<file path="src/rtl/uriscv_branch_pred.sv">
// uRISC-V branch predictor. Fetch side: BTB and 2-bit BHT lookup. Execute side: resolves jumps and branches, then redirects and trains.
// Define URISCV_BRANCH_PRED_RAS_EN to add a return-address stack for kind=return predictions.
module uriscv_branch_pred #(
    parameter int BTB_ENTRIES = 16,
    parameter int BHT_ENTRIES = 64,
    parameter int RAS_DEPTH   = 4
) (
    input  logic        clk_i,
    input  logic        rst_ni,
    input  logic        fetch_valid_i,
    input  logic [31:0] fetch_pc_i,
    output logic        pred_valid_o,
    output logic        pred_taken_o,
    output logic [31:0] pred_target_o,
    input  logic        res_valid_i,
    input  logic [31:0] res_pc_i,
    input  logic [31:0] res_opcode_i,
    input  logic [31:0] res_rs1_val_i,
    input  logic [31:0] res_rs2_val_i,
    input  logic        res_pred_taken_i,
    input  logic [31:0] res_pred_target_i,
    output logic        mispredict_o,
    output logic [31:0] redirect_pc_o,
    output logic        res_taken_o
);
    localparam int BTB_IW = $clog2(BTB_ENTRIES);
    localparam int BHT_IW = $clog2(BHT_ENTRIES);
    localparam int TAG_W  = 30 - BTB_IW;
    localparam logic [1:0] KIND_COND = 2'd0;
    localparam logic [1:0] KIND_JUMP = 2'd1;
    localparam logic [1:0] KIND_RET  = 2'd2;

    logic [BTB_ENTRIES-1:0] btb_valid_q;
    logic [TAG_W-1:0]       btb_tag_q    [BTB_ENTRIES];
    logic [31:0]            btb_target_q [BTB_ENTRIES];
    logic [1:0]             btb_kind_q   [BTB_ENTRIES];
    logic [1:0]             bht_q        [BHT_ENTRIES];

    logic        pred_valid_q, pred_taken_q, mispredict_q, res_taken_q;
    logic [31:0] pred_target_q, redirect_pc_q;

    logic [4:0]        opc, rd, rs1;
    logic [2:0]        funct3;
    logic              is_jal, is_jalr, is_br, is_ctrl, br_cond, r_taken, r_hit, mispredict_d;
    logic [31:0]       imm_j, imm_i, imm_b, r_target, r_next;
    logic [1:0]        r_kind;
    logic [BTB_IW-1:0] r_idx, f_idx;
    logic [BHT_IW-1:0] r_bidx, f_bidx;
    logic [TAG_W-1:0]  r_tag;
    logic              f_hit, f_taken;
    logic [31:0]       f_target;
    logic              unused_opc;

    assign unused_opc = ^res_opcode_i[1:0];
    assign opc    = res_opcode_i[6:2];
    assign rd     = res_opcode_i[11:7];
    assign funct3 = res_opcode_i[14:12];
    assign rs1    = res_opcode_i[19:15];
    assign imm_j  = {{12{res_opcode_i[31]}}, res_opcode_i[19:12], res_opcode_i[20], res_opcode_i[30:21], 1'b0};
    assign imm_i  = {{20{res_opcode_i[31]}}, res_opcode_i[31:20]};
    assign imm_b  = {{20{res_opcode_i[31]}}, res_opcode_i[7], res_opcode_i[30:25], res_opcode_i[11:8], 1'b0};
    assign is_jal  = (opc == 5'b11011);
    assign is_jalr = (opc == 5'b11001);
    assign is_br   = (opc == 5'b11000);
    assign is_ctrl = is_jal || is_jalr || is_br;

    assign r_idx  = res_pc_i[BTB_IW+1:2];
    assign r_tag  = res_pc_i[31:BTB_IW+2];
    assign r_bidx = res_pc_i[BHT_IW+1:2];
    assign r_hit  = btb_valid_q[r_idx] && (btb_tag_q[r_idx] == r_tag);
    assign f_idx  = fetch_pc_i[BTB_IW+1:2];
    assign f_bidx = fetch_pc_i[BHT_IW+1:2];

    always_comb begin
        br_cond = 1'b0;
        case (funct3)
            3'b000:  br_cond = (res_rs1_val_i == res_rs2_val_i);
            3'b001:  br_cond = (res_rs1_val_i != res_rs2_val_i);
            3'b100:  br_cond = ($signed(res_rs1_val_i) <  $signed(res_rs2_val_i));
            3'b101:  br_cond = ($signed(res_rs1_val_i) >= $signed(res_rs2_val_i));
            3'b110:  br_cond = (res_rs1_val_i <  res_rs2_val_i);
            3'b111:  br_cond = (res_rs1_val_i >= res_rs2_val_i);
            default: br_cond = 1'b0;
        endcase
        r_taken  = is_jal || is_jalr || (is_br && br_cond);
        r_target = res_pc_i + imm_b;
        if (is_jal)  r_target = res_pc_i + imm_j;
        if (is_jalr) r_target = (res_rs1_val_i + imm_i) & ~32'd1;
        r_next = r_taken ? r_target : res_pc_i + 32'd4;
        mispredict_d = res_valid_i && ((res_pred_target_i != r_next) || (res_pred_taken_i != r_taken));
        r_kind = is_br ? KIND_COND : KIND_JUMP;
        if (is_jalr && rd == 5'd0 && (rs1 == 5'd1 || rs1 == 5'd5)) r_kind = KIND_RET;
    end

`ifdef URISCV_BRANCH_PRED_RAS_EN
    localparam int RAS_IW = (RAS_DEPTH > 1) ? $clog2(RAS_DEPTH) : 1;
    localparam int RAS_CW = $clog2(RAS_DEPTH + 1);
    logic [31:0]       ras_q [RAS_DEPTH];
    logic [RAS_IW-1:0] ras_ptr_q, ras_top;
    logic [RAS_CW-1:0] ras_cnt_q;
    logic              ras_push, ras_pop;

    // ras_ptr_q is the next free slot; the count saturates so overflow silently drops the oldest return.
    assign ras_top  = ras_ptr_q - 1'b1;
    assign ras_push = res_valid_i && (is_jal || is_jalr) && (rd == 5'd1 || rd == 5'd5);
    assign ras_pop  = res_valid_i && (r_kind == KIND_RET) && (ras_cnt_q != '0);

    always_ff @(posedge clk_i or negedge rst_ni) begin
        if (!rst_ni) begin
            ras_ptr_q <= '0;
            ras_cnt_q <= '0;
            for (int i = 0; i < RAS_DEPTH; i++) ras_q[i] <= '0;
        end else if (ras_push && ras_pop) begin
            ras_q[ras_top] <= res_pc_i + 32'd4;
        end else if (ras_push) begin
            ras_q[ras_ptr_q] <= res_pc_i + 32'd4;
            ras_ptr_q        <= ras_ptr_q + 1'b1;
            if (ras_cnt_q != RAS_CW'(RAS_DEPTH)) ras_cnt_q <= ras_cnt_q + 1'b1;
        end else if (ras_pop) begin
            ras_ptr_q <= ras_top;
            ras_cnt_q <= ras_cnt_q - 1'b1;
        end
    end
`endif

    always_comb begin
        f_hit    = btb_valid_q[f_idx] && (btb_tag_q[f_idx] == fetch_pc_i[31:BTB_IW+2]);
        f_taken  = f_hit && ((btb_kind_q[f_idx] != KIND_COND) || bht_q[f_bidx][1]);
        f_target = fetch_pc_i + 32'd4;
        if (f_taken) begin
            f_target = btb_target_q[f_idx];
`ifdef URISCV_BRANCH_PRED_RAS_EN
            if (btb_kind_q[f_idx] == KIND_RET && ras_cnt_q != '0) f_target = ras_q[ras_top];
`endif
        end
    end

    always_ff @(posedge clk_i or negedge rst_ni) begin
        if (!rst_ni) begin
            for (int i = 0; i < BHT_ENTRIES; i++) bht_q[i] <= 2'b01;
        end else if (res_valid_i && is_br) begin
            if (r_taken && bht_q[r_bidx] != 2'b11)       bht_q[r_bidx] <= bht_q[r_bidx] + 2'b01;
            else if (!r_taken && bht_q[r_bidx] != 2'b00) bht_q[r_bidx] <= bht_q[r_bidx] - 2'b01;
        end
    end

    // Non-control instructions that hit were aliased onto a stale entry; drop it.
    always_ff @(posedge clk_i or negedge rst_ni) begin
        if (!rst_ni)                                   btb_valid_q <= '0;
        else if (res_valid_i && r_taken)               btb_valid_q[r_idx] <= 1'b1;
        else if (res_valid_i && !is_ctrl && r_hit)     btb_valid_q[r_idx] <= 1'b0;
    end

    always_ff @(posedge clk_i) begin
        if (res_valid_i && r_taken) begin
            btb_tag_q[r_idx]    <= r_tag;
            btb_target_q[r_idx] <= r_target;
            btb_kind_q[r_idx]   <= r_kind;
        end
    end

    always_ff @(posedge clk_i or negedge rst_ni) begin
        if (!rst_ni) begin
            pred_valid_q  <= 1'b0;
            pred_taken_q  <= 1'b0;
            pred_target_q <= '0;
            mispredict_q  <= 1'b0;
            redirect_pc_q <= '0;
            res_taken_q   <= 1'b0;
        end else begin
            pred_valid_q <= fetch_valid_i;
            if (fetch_valid_i) begin
                pred_taken_q  <= f_taken;
                pred_target_q <= f_target;
            end
            mispredict_q  <= mispredict_d;
            redirect_pc_q <= r_next;
            res_taken_q   <= r_taken && res_valid_i;
        end
    end

    assign pred_valid_o  = pred_valid_q;
    assign pred_taken_o  = pred_taken_q;
    assign pred_target_o = pred_target_q;
    assign mispredict_o  = mispredict_q;
    assign redirect_pc_o = redirect_pc_q;
    assign res_taken_o   = res_taken_q;
endmodule

</file>
<file path="config.mk">
export PLATFORM = sky130hd
export DESIGN_NAME = uriscv_branch_pred
export DESIGN_NICKNAME = d
export VERILOG_FILES = /design/src/rtl/uriscv_branch_pred.sv
export SDC_FILE = /design/constraint.sdc
export NUM_CORES = 2
export LEC_CHECK = 0
export ABC_CLOCK_PERIOD_IN_PS = 5400
export BUFFER_PORTS_ARGS = -buffer_cell sky130_fd_sc_hd__clkbuf_2
export CAP_MARGIN = 20
export CORE_MARGIN = 3
export CORE_UTILIZATION = 34
export DETAILED_ROUTE_END_ITERATION = 10
export HOLD_SLACK_MARGIN = 0.06
export PLACE_DENSITY = 0.56
export SYNTH_ARGS = -nofsm -noshare
export SYNTH_HDL_FRONTEND = slang
export SYNTH_SLANG_ARGS = --single-unit
</file>
<file path="constraint.sdc">
create_clock -name clk_i -period 5.4 [get_ports clk_i]
set_input_delay 1.08 -clock clk_i [delete_from_list [all_inputs] [get_ports clk_i]]
set_output_delay 1.08 -clock clk_i [all_outputs]
set_load 0.01 [all_outputs]
</file>
==> qor.csv <==
stage,metric,value,unit
sta,clock skew,0.02692,ns
clocking,worst skew pair latency,0.75,ns
yosys,largest family of logic cells by synthesized area,multiplexers,
detailed_routing,initial detailed-routing violation count,4975,
clocking,CTS clock-pin slew for the worst setup and hold paths,0.06,ns
yosys,multiplexer share of the synthesized area,17.61,%
placement,RD Place Congestion,0.9462,
sta,Max Fclk,207.7,MHz
critical_path,worst reg2reg path depth,10,
yosys,Post-Syn Area,55940,sq um
power_and_ir_drop,leak pwr,0.02387,uW
yosys,number of synthesized register bits,1172,
floorplan,Die ar.,169400,sq um
sta,minimum clock period,4.815,ns
yosys,leading area contributor after synthesis,edfxtp_1,
sta,Slew Limit Fails,0,
cells_and_area,P&R area growth vs syn,19.66,%
clocking,clock tree from TritonCTS,done,
sta,period utilization,89.17,%
placement,Port Buffer Count,262,
grt,vias in the first global route,37778,
detailed_routing,Via Count,38018,
power_and_ir_drop,Comb power frac,12.6,%
floorplan,Die H,411.6,microns
cells_and_area,Final Instance Count excl. Fillers,6507,
critical_path,worst reg2reg startpoint,btb_tag_q[15][17],
power_and_ir_drop,Total Power,21740,uW
critical_path,Crit path largest cell delay,0.55,ns
power_and_ir_drop,internal cell power,16270,uW
sta,Final Setup Violations,0,
run_status,status,"complete, no violations",
floorplan,row count,148,
sta,Slew headroom,34.86,%
cells_and_area,Util after Layout,41.03,%
yosys,Synth Instances,3687,
grt,antenna violations before repair,29,
yosys,Post-synth EDFFs,960,
clocking,CTS resizes,0,
yosys,Synth area leaders,"edfxtp_1 52%, mux4_2 13%, dfrtp_1 6.6%",
yosys,Synth Area in XOR/XNOR,2.615,%
yosys,register area share after synthesis,61.16,%
clocking,clock root buffer,clkbuf_16,
critical_path,crit-path max FO,4,
clocking,Max H-tree Level,3,
yosys,"Top FF cell, synth",edfxtp_1,
worst_hold_path,worst min path class,in2async,
cells_and_area,share of layout cells above drive strength 1,32.62,%
detailed_routing,residual DRC count,0,
critical_path,crit path capture type,register,
floorplan,Chip Width,411.6,microns
cells_and_area,post-layout net count,4509,
sta,"Hold Vio Cnt, Final",0,
clocking,CTS Sinks,1172,
critical_path,Reg2Reg Setup Slack,1.45,ns
grt,pin count of the biggest net entering global routing,122,
yosys,Syn. warnings,0,
power_and_ir_drop,Switching Power,5470,uW
clocking,Clock Path Buffers,3,
sta,Hold Slack,0.4585,ns
critical_path,critical path type,in2reg,
detailed_routing,Wirelength per Cell,31.13,microns
sta,Worst-Margin Slew,0.9771,ns
power_and_ir_drop,Clk pwr share,40.7,%
floorplan,I/O pin count,265,
yosys,area share of the largest cell type after synthesis,51.53,%
yosys,post-synth cell types,81,
yosys,Avg Inst Size Synth,15.17,sq um
yosys,compound-gate portion of the synthesized area,7.902,%
clocking,CTS Hold Buffers Added,0,
critical_path,Required @ worst endpoint,6.01,ns
yosys,post-synthesis simple-gate area fraction,6.368,%
clocking,CTS Buf Count,121,
power_and_ir_drop,Power per Cell Area,324.8,nW/um^2
yosys,Synth top cells by count,"960 x edfxtp_1, 317 x mux4_2, 244 x nor2_1",
yosys,Async SR Flop Fraction,18.09,%
power_and_ir_drop,worst vdd ir,0.0002720,V
critical_path,crit path cell chain,clkbuf_2 > nand3b_1 > nor2_1 > buf_4 > nand2_1 > buf_4 > nand2_1 > nand2_1 > ha_1 > nand3_1 > a2111oi_1 > o21ai_0 > and2_1 > o41ai_1 > mux2i_1 > a31oi_1 > a31oi_1 > xnor2_1 > nand4_1 > nor4_1 > a31oi_1,
job,maxcap violations,0,
critical_path,CP startpoint,res_opcode_i[4],
yosys,Post-Syn Nets,3985,
grt,gr usage total,23.52,%
yosys,most numerous cell in the Yosys netlist,edfxtp_1,
power_and_ir_drop,switch share,25.16,%
power_and_ir_drop,sequential share of power,46.7,%
grt,grt ovf,0,
sta,RSZ-0062 raised after global routing,false,
detailed_routing,Initial DRT Pass Iterations,6,
placement,dpl cells,6262,
critical_path,critical path's slowest cell,a2111oi_1,
critical_path,crit path launch type,primary input,
detailed_routing,drt total wl,202.6,mm
clocking,post-CTS setup buffers,0,
floorplan,Initial Utilization,34.29,%
yosys,Synth Area in Adders,2.286,%
grt,first-pass GRT wire length,285.3,mm
floorplan,core area,163100,sq um
critical_path,RR Endpoint,pred_target_o[4],
critical_path,Arrival @ worst endpoint,5.42,ns
detailed_routing,"antenna viol nets, final",0,
placement,HPWL Detailed,139.7,mm
sta,Setup Total Neg Slack,0,ns
detailed_routing,via/cell ratio,5.843,
==> cell families (layout without fill, tap and decap cells) <==
logic type	count (synthesis)	after routing
AO/OA/AOI/OAI	666	666
XOR/XNOR	167	167
adder cells (fa/ha/maj)	101	101
buffers and inverters	272	904
flip-flops	1172	1172
multiplexers	564	564
other	0	13
AND/OR/NAND/NOR	745	745
==> final cells by class <==
type / count / area (sq um)
Fill cell: 14861 / 96210
Timing Repair Buffer: 599 / 4801
Sequential cell: 1172 / 34210
Clock inverter: 76 / 894.6
Clock buffer: 155 / 3308
Tap cell: 2175 / 2721
Inverter: 74 / 277.8
Antenna cell: 13 / 32.53
Multi-Input combinational cell: 2243 / 20690
==> stage by stage <==
stage	cell area [sq um]	setup slack [ns]
5_1_grt	66900	0.2599
3_5_place_dp	62690	-0.09909
4_1_cts	66900	0.6687
3_3_place_gp	62690	-0.1543
2_1_floorplan	55940	0.04553
6_report	66940	0.5846
==> layout by cell type (no fill, tap or decap), drive strengths merged, types with 78 or more instances in the layout <==
| master | Yosys | routed |
|---|---|---|
| ha | 99 | 99 |
| a22oi | 95 | 95 |
| mux4 | 317 | 317 |
| mux2 | 180 | 180 |
| nand2 | 174 | 174 |
| inv | 73 | 78 |
| a21oi | 185 | 185 |
| dfrtp | 148 | 148 |
| xnor2 | 113 | 113 |
| o21ai | 112 | 112 |
| buf | 86 | 347 |
| clkbuf | 112 | 407 |
| nor2 | 244 | 244 |
| edfxtp | 960 | 960 |
==> per-layer routing <==
| metal | up-vias | share of wire [%] | routed length (microns) | GRT usage, % |
|---|---|---|---|---|
| li1 | 15770 | - | - | - |
| met1 | 19909 | 42 | 84430 | 32.89 |
| met2 | 2010 | 46 | 92750 | 36.67 |
| met3 | 313 | 9.6 | 19460 | 5.496 |
| met4 | 16 | 2.9 | 5812 | 6.526 |
| met5 | - | 0.059 | 120 | 0 |
==> state kept, by name, summed over array words and instances, names as in the netlist, named ones only <==
register	count
btb_target_q	512
pred_taken_o	1
res_taken_o	1
btb_tag_q	416
bht_q	64
pred_valid_o	1
btb_kind_q	32
redirect_pc_o	32
pred_target_o	32
mispredict_o	1
==> power groups by stage <==
stage | Sequential, uW | Clock, uW | Combinational [uW]
after floorplan | 10300 | 0 | 1380
after global placement | 10300 | 0 | 2700
after CTS | 10100 | 8950 | 2720
final | 10100 | 8850 | 2740
after global routing | 10200 | 9320 | 2910
after detailed placement | 10300 | 0 | 2710
==> how the worst max path moves through the flow <==
stage,to,slack (ns),cells after the start
finish,mispredict_o,0.58,21
global route,mispredict_o,0.26,20
CTS,mispredict_o,0.67,22
detailed placement,mispredict_o,-0.1,21
global placement,mispredict_o,-0.15,22
floorplan,mispredict_o,0.05,20
==> worst max-delay path: cells and delay by family <==
| kind | cells | cell delay (ns) |
|---|---|---|
| AO/OA/AOI/OAI | 6 | 1.86 |
| XOR/XNOR | 1 | 0.20 |
| adder cells (fa/ha/maj) | 1 | 0.36 |
| buffers and inverters | 3 | 0.41 |
| multiplexers | 1 | 0.23 |
| AND/OR/NAND/NOR | 9 | 1.26 |
No activity file was read; power rests on OpenSTA's default activity.
